**src/rtl/uart_tx.sv**
```systemverilog
// UART transmitter, 8N1 by default or 8E1 when UART_TX_PARITY_EN is defined; frame is 10/11 bit times from accept to tx_done.
// Backpressure: tx_ready is high only in IDLE; tx_valid is ignored while a frame is in flight or reset is asserted.
module uart_tx #(
    parameter int CLKS_PER_BIT = 16
) (
    input  logic       clk,
    input  logic       rst,
    input  logic [7:0] tx_data,
    input  logic       tx_valid,
    output logic       tx_ready,
    output logic       tx_serial,
    output logic       tx_done
);

    typedef enum logic [2:0] {
        IDLE   = 3'd0,
        START  = 3'd1,
        DATA   = 3'd2,
`ifdef UART_TX_PARITY_EN
        PARITY = 3'd3,
`endif
        STOP   = 3'd4
    } state_t;

    localparam logic [15:0] BAUD_MAX = 16'(CLKS_PER_BIT - 1);

    state_t      state_q;
    logic [15:0] baud_q;
    logic [2:0]  bit_idx_q;
    logic [7:0]  shift_q;
    logic        tx_serial_q;
    logic        tx_ready_q;
    logic        tx_done_q;
`ifdef UART_TX_PARITY_EN
    logic        parity_q;
`endif

    logic        baud_last;
    assign baud_last = (baud_q == BAUD_MAX);

    // Outputs are registered alongside the state so the line never glitches.
    always_ff @(posedge clk) begin
        if (rst) begin
            state_q     <= IDLE;
            baud_q      <= 16'd0;
            bit_idx_q   <= 3'd0;
            shift_q     <= 8'h00;
            tx_serial_q <= 1'b1;
            tx_ready_q  <= 1'b1;
            tx_done_q   <= 1'b0;
`ifdef UART_TX_PARITY_EN
            parity_q    <= 1'b0;
`endif
        end else begin
            tx_done_q <= 1'b0;
            case (state_q)
                IDLE: begin
                    baud_q    <= 16'd0;
                    bit_idx_q <= 3'd0;
                    if (tx_valid && tx_ready_q) begin
                        shift_q     <= tx_data;
`ifdef UART_TX_PARITY_EN
                        parity_q    <= ^tx_data;
`endif
                        state_q     <= START;
                        tx_serial_q <= 1'b0;
                        tx_ready_q  <= 1'b0;
                    end
                end
                START: begin
                    if (baud_last) begin
                        baud_q      <= 16'd0;
                        state_q     <= DATA;
                        tx_serial_q <= shift_q[0];
                    end else begin
                        baud_q <= baud_q + 16'd1;
                    end
                end
                DATA: begin
                    if (baud_last) begin
                        baud_q <= 16'd0;
                        if (bit_idx_q == 3'd7) begin
                            bit_idx_q   <= 3'd0;
`ifdef UART_TX_PARITY_EN
                            state_q     <= PARITY;
                            tx_serial_q <= parity_q;
`else
                            state_q     <= STOP;
                            tx_serial_q <= 1'b1;
`endif
                        end else begin
                            // Shift right so the next bit to send is always at bit 0.
                            bit_idx_q   <= bit_idx_q + 3'd1;
                            shift_q     <= {1'b0, shift_q[7:1]};
                            tx_serial_q <= shift_q[1];
                        end
                    end else begin
                        baud_q <= baud_q + 16'd1;
                    end
                end
`ifdef UART_TX_PARITY_EN
                PARITY: begin
                    if (baud_last) begin
                        baud_q      <= 16'd0;
                        state_q     <= STOP;
                        tx_serial_q <= 1'b1;
                    end else begin
                        baud_q <= baud_q + 16'd1;
                    end
                end
`endif
                STOP: begin
                    if (baud_last) begin
                        baud_q      <= 16'd0;
                        state_q     <= IDLE;
                        tx_serial_q <= 1'b1;
                        tx_ready_q  <= 1'b1;
                        tx_done_q   <= 1'b1;
                    end else begin
                        baud_q <= baud_q + 16'd1;
                    end
                end
                default: begin
                    state_q     <= IDLE;
                    baud_q      <= 16'd0;
                    bit_idx_q   <= 3'd0;
                    tx_serial_q <= 1'b1;
                    tx_ready_q  <= 1'b1;
                end
            endcase
        end
    end

    assign tx_ready  = tx_ready_q;
    assign tx_serial = tx_serial_q;
    assign tx_done   = tx_done_q;

endmodule

```
**config.mk**
```make
export PLATFORM = sky130hd
export DESIGN_NAME = uart_tx
export DESIGN_NICKNAME = d
export VERILOG_FILES = /design/src/rtl/uart_tx.sv
export SDC_FILE = /design/constraint.sdc
export NUM_CORES = 1
export LEC_CHECK = 0
export CAP_MARGIN = 0
export CORE_MARGIN = 2
export CORE_UTILIZATION = 60
export DETAILED_ROUTE_END_ITERATION = 16
export PLACE_DENSITY = 0.91
export SYNTH_ARGS = -nofsm -noshare
export SYNTH_HDL_FRONTEND = slang
export SYNTH_SLANG_ARGS = --single-unit
```
**constraint.sdc**
```tcl
create_clock -name clk -period 5.8 [get_ports clk]
set_clock_uncertainty 0.1 [all_clocks]
set_input_delay 1.16 -clock clk [delete_from_list [all_inputs] [get_ports clk]]
set_output_delay 1.16 -clock clk [all_outputs]
set_load 0.01 [all_outputs]
```
Yosys cells after proc, flatten, opt, wreduce, memory -nomap -nowiden:

Index checks and enable logic that the tools add are counted.

* add/subtract/negate cells: 2
* eq/ne operators: 11
* mux-type cells: 21
* bitwise gates (word level): 4
* reduce and logical (&&, ||, !) cells: 13

Operator list (count)
* 2-to-1 mux 8 bit: 3
* 2-to-1 mux 3 bit: 7
* adder 16 x 1 -> 16 bit (second input constant): 1
* equality test 16 x 4 -> 1 bit (second input constant): 1
* case mux 8 bit (2 select lines): 1
* != test 2 bit (second input constant): 6
* case mux 3 bit (4 select lines): 1
* AND reduction 4 bit: 2
* equality test 3 bit (second input constant): 2
* 2-to-1 mux 1 bit: 6
* case mux 3 bit (2 select lines): 1
* OR reduction 2 bit: 3
* OR reduction 3 bit: 2
* AND reduction 5 bit: 1
* NOT 1 bit: 4
* case mux 1 bit (4 select lines): 1
* adder 3 x 1 -> 3 bit (second input constant): 1
* equality test 3 x 1 -> 1 bit (second input constant): 1
* equality test 3 x 2 -> 1 bit (second input constant): 1
* logical NOT 3 bit: 1
* case mux 1 bit (3 select lines): 1
* AND reduction 3 bit: 1
* AND reduction 2 bit: 1
* nonzero test 2 bit: 1
* logical AND 1 bit: 1

* bits in registers: 33
* input bits: 11
* output and inout bits: 3
* logic and storage cells: 58

Longest topological paths before layout:

* depth in word-level cells: 4
* gate-level depth with buffers: 7
* mapped depth without buffers: 6

Least setup slack after synthesis:

Ideal clock, no wire load.

* path type: in2reg
* start point: input tx_valid
* end point: register shift_q[5]
* setup time: 0.132 ns
* data arrival time: 2.053 ns
* required time: 5.568 ns
* slack: 3.515 ns
* stages on the path: 5
* path buffers: 1
* cell sequence: and3b_1 o21ai_0 clkbuf_1 or3_1 a21oi_1

* word-level cells in the longest chain between the ends: 3

Ends and longest elaborated chain
* start, declared: line 9 `input logic tx_valid,`
* logical AND 1 bit: line 60 `if (tx_valid && tx_ready_q) begin`
* != test 2 bit (no source line)
* AND reduction 4 bit (no source line)
* end signal, assigned: line 61 `shift_q <= tx_data;`
* end signal, assigned: line 94 `shift_q <= {1'b0, shift_q[7:1]};`
* end, declared: line 30 `logic [7:0] shift_q;`

Every way passes these cells.
A chain may end at the register's enable or synchronous reset.

Worst setup path in the final report:

* start point: input tx_valid
* end point: register shift_q[6]

Same word-level chain as after synthesis.

==> results.py <==
metrics = {
    "synth": {
        "async_reset_ff_share_pct": 0,
        "synth_most_common_cell": "dfxtp_1",
        "synth.area.top_cells": "dfxtp_1, a21oi_1, mux2i_1, nor2_1, xnor2_1",
        "netlist_instances": 186,
        "synth_edf_count": 0,
        "synthesis.area_mm2": 0.00169,
        "synth.avg_cell_area_um2": 9.10,
        "ys_seq_area_share_pct": 39.0,
        "yosysWarnings": 0,
        "synth_common_cells": "dfxtp_1, nor2_1, a21oi_1",
        "ys.flop_type": "dfxtp_1",
        "synthesis.nets": 200,
        "synth_cell_types": 40,
        "yosysTopAreaCell": "dfxtp_1",
        "yosysTopAreaCellShare_pct": 39.0,
        "ys_ff_latch": 33,
    },
    "cells_and_area": {
        "diodes": 0,
        "area.growth.synth_to_final_pct": 11.5,
        "fin_nets": 210,
        "design_area_mm2": 0.00189,
        "layout-drive-gt1-share_pct": 8.12,
    },
    "setup_path": {
        "worstSetupEndpointType": "flop",
        "critical_path.max_stage_delay_ns": 0.92,
        "timing.rr.end": "shift_q[6]",
        "crit_path_start_kind": "input pin",
        "cp_max_fo": 15,
        "cp_slowest_cell": "o21ai_0",
        "regToRegSetupSlack_ns": 3.46,
        "worst_ep_arrival_time_ns": 3.12,
        "r2r_cells": 6,
        "cpMostUsedCell": "o21ai_0",
        "worstSetupStartpoint": "tx_valid",
        "critical_path_class": "in2reg",
        "cp_data_required_time_ns": 5.96,
        "crit_chain": "clkdlybuf4s50_1, and3b_1, o21ai_0, o21ai_0, a21oi_1",
        "rr_startpoint": "bit_idx_q[0]",
    },
    "die": {
        "chipHeight_um": 57.1,
        "die_w_um": 57.1,
        "num_rows": 19,
        "top_level_ports": 14,
        "dieArea_mm2": 0.00326,
        "start_util_pct": 62.5,
        "core_area_mm2": 0.00271,
    },
    "placed_design": {
        "dp_hpwl_um": 2330,
        "gp_congestion": 0.951,
        "placed_area_mm2": 0.00180,
        "port_buffers": 13,
        "preCtsSetupSlack_ns": 2.50,
    },
    "drt": {
        "ant_nets": 0,
        "vias_per_cell": 5.99,
        "post-route-drc-count": 0,
        "dr.pass1.iters": 4,
        "first_iter_violations": 35,
        "wirelength_um": 3200,
        "dr_total_vias": 1366,
        "avgRoutedWirePerCell_um": 14.0,
    },
    "sta": {
        "finalCritPeriodShare_pct": 51.0,
        "setup_ws_ns": 2.84,
        "fin_setup_tns_ns": 0,
        "slew_viol_final": 0,
        "relSlewSlack_pct": 19.6,
        "setup_violations": 0,
        "period_minus_slack_ns": 2.96,
        "worst_pin_slew_ns": 1.19,
        "max_freq_ghz": 0.338,
        "rsz0062_at_grt": "no",
        "final_hold_viol_count": 0,
    },
    "power": {
        "total_power_uw": 552,
        "power_density_mw_per_mm2": 292,
        "vdd_drop_max_v": 0.000277,
        "power.leakage_uw": 0.000683,
    },
    "clocking": {
        "ctsHoldBuffers": 0,
        "insertion_delay_ns": 0.35,
        "cts_root_buf": "clkbuf_4",
        "cts_tree": "built",
        "postCtsSetupBuffers": 0,
        "clockBufferDepth": 2,
        "htreeDepth": 2,
        "cts-resized-gates": 0,
        "numClockSinks": 33,
        "clk_pin_slew_ns": 0.12,
        "cts_buffers": 5,
    },
    "worst_hold_path": {
        "hold_path_end": "baud_q[0]",
        "min_from": "baud_q[0]",
        "hold_path_class": "reg2reg",
        "worst_hold_path.num_cells": 1,
    },
    "run": {
        "drv_cap": 0,
    },
    "run_status": {
        "status": "complete, no violations",
    },
    "global_routing": {
        "grt_pass1_vias": 1267,
        "grt_max_degree": 21,
        "grt_overflow_total": 0,
        "grt_pass1_wl_um": 5420,
        "track_usage_pct": 21.3,
        "grt_antenna_before_repair": 0,
    },
}
-- cell type report --
cell class | instances | area, um2
repair buffers | 13 | 130
fillers | 200 | 823
well taps | 31 | 38.8
clock buffers | 5 | 37.5
multi-input cells | 141 | 966
inverters | 2 | 7.51
clock inverters | 3 | 46.3
flip-flops and latches | 33 | 661
-- where the power goes --
group | switching, uW | leakage, uW | internal [uW]
Combinational | 54.9 | 0.000374 | 50.4
Clock | 84.3 | 0.0000414 | 91.2
Sequential | 24.4 | 0.000268 | 246
Total | 164 | 0.000683 | 388
-- critical path, delay by kind of cell --
kind | cells | cell delay [ns]
AOI/OAI and AO/OA | 3 | 1.30
and+or+nand+nor | 1 | 0.21
buffers and inverters | 1 | 0.45
-- worst max-delay path by stage --
| stage | end | slack, ns |
|---|---|---|
| after CTS | shift_q[4] | 2.85 |
| after detailed placement | shift_q[4] | 2.50 |
| final | shift_q[6] | 2.84 |
| after global placement | shift_q[0] | 2.67 |
| after floorplan | shift_q[5] | 3.51 |
| after global routing | shift_q[3] | 2.56 |
-- flip-flops by register name, indices dropped and copies added, names as in the netlist --
register	cells
bit_idx_q	3
tx_done	1
state_q	3
shift_q	8
tx_ready	1
tx_serial	1
baud_q	16
-- cells in the final DEF, fill, tap and decap left out, types with 2 or more instances in the layout --
master and n:
nand2_1 8, mux2i_1 9, dfxtp_1 33, or4b_1 2
o21ai_0 12, inv_1 2, nand4_1 6, clkdlybuf4s50_1 13
a21oi_1 18, xnor2_1 8, ha_1 3, and3_1 2
nor2_1 21, nand3_1 6, clkbuf_4 5, and4_2 2
or3_1 8, nor4_1 2, nor3_1 6, xor2_1 6
nor4_4 3, and4_1 2, nor3b_1 2
-- kinds of logic after synthesis --
| kind of cell | Yosys count | synth area share (%) |
|---|---|---|
| flip-flops | 33 | 39.0 |
| XOR/XNOR | 14 | 7.24 |
| AO/OA/AOI/OAI | 39 | 14.5 |
| multiplexers | 9 | 5.32 |
| buffers and inverters | 12 | 3.92 |
| adder cells (fa/ha/maj) | 3 | 2.22 |
| AND/OR/NAND/NOR | 76 | 27.8 |
-- metal layers --
| metal | vias up | wire length (um) | track usage, % |
|---|---|---|---|
| met5 | - | 0 | 0 |
| met3 | 5 | 106 | 6.58 |
| met1 | 638 | 1370 | 24.1 |
| met2 | 22 | 1670 | 36.6 |
| li1 | 701 | - | - |
| met4 | 0 | 48 | 9.63 |
-- stage by stage --
step	hold WS, ns	utilization (%)	std cells
CTS	0.373	69.6	228
detailed placement	0.350	66.5	220
floorplan	0.318	-	186
global route	0.392	69.6	228
finish	0.374	69.6	228
global placement	0.330	66.5	220
Note: power is estimated with default switching activity, not from simulation.
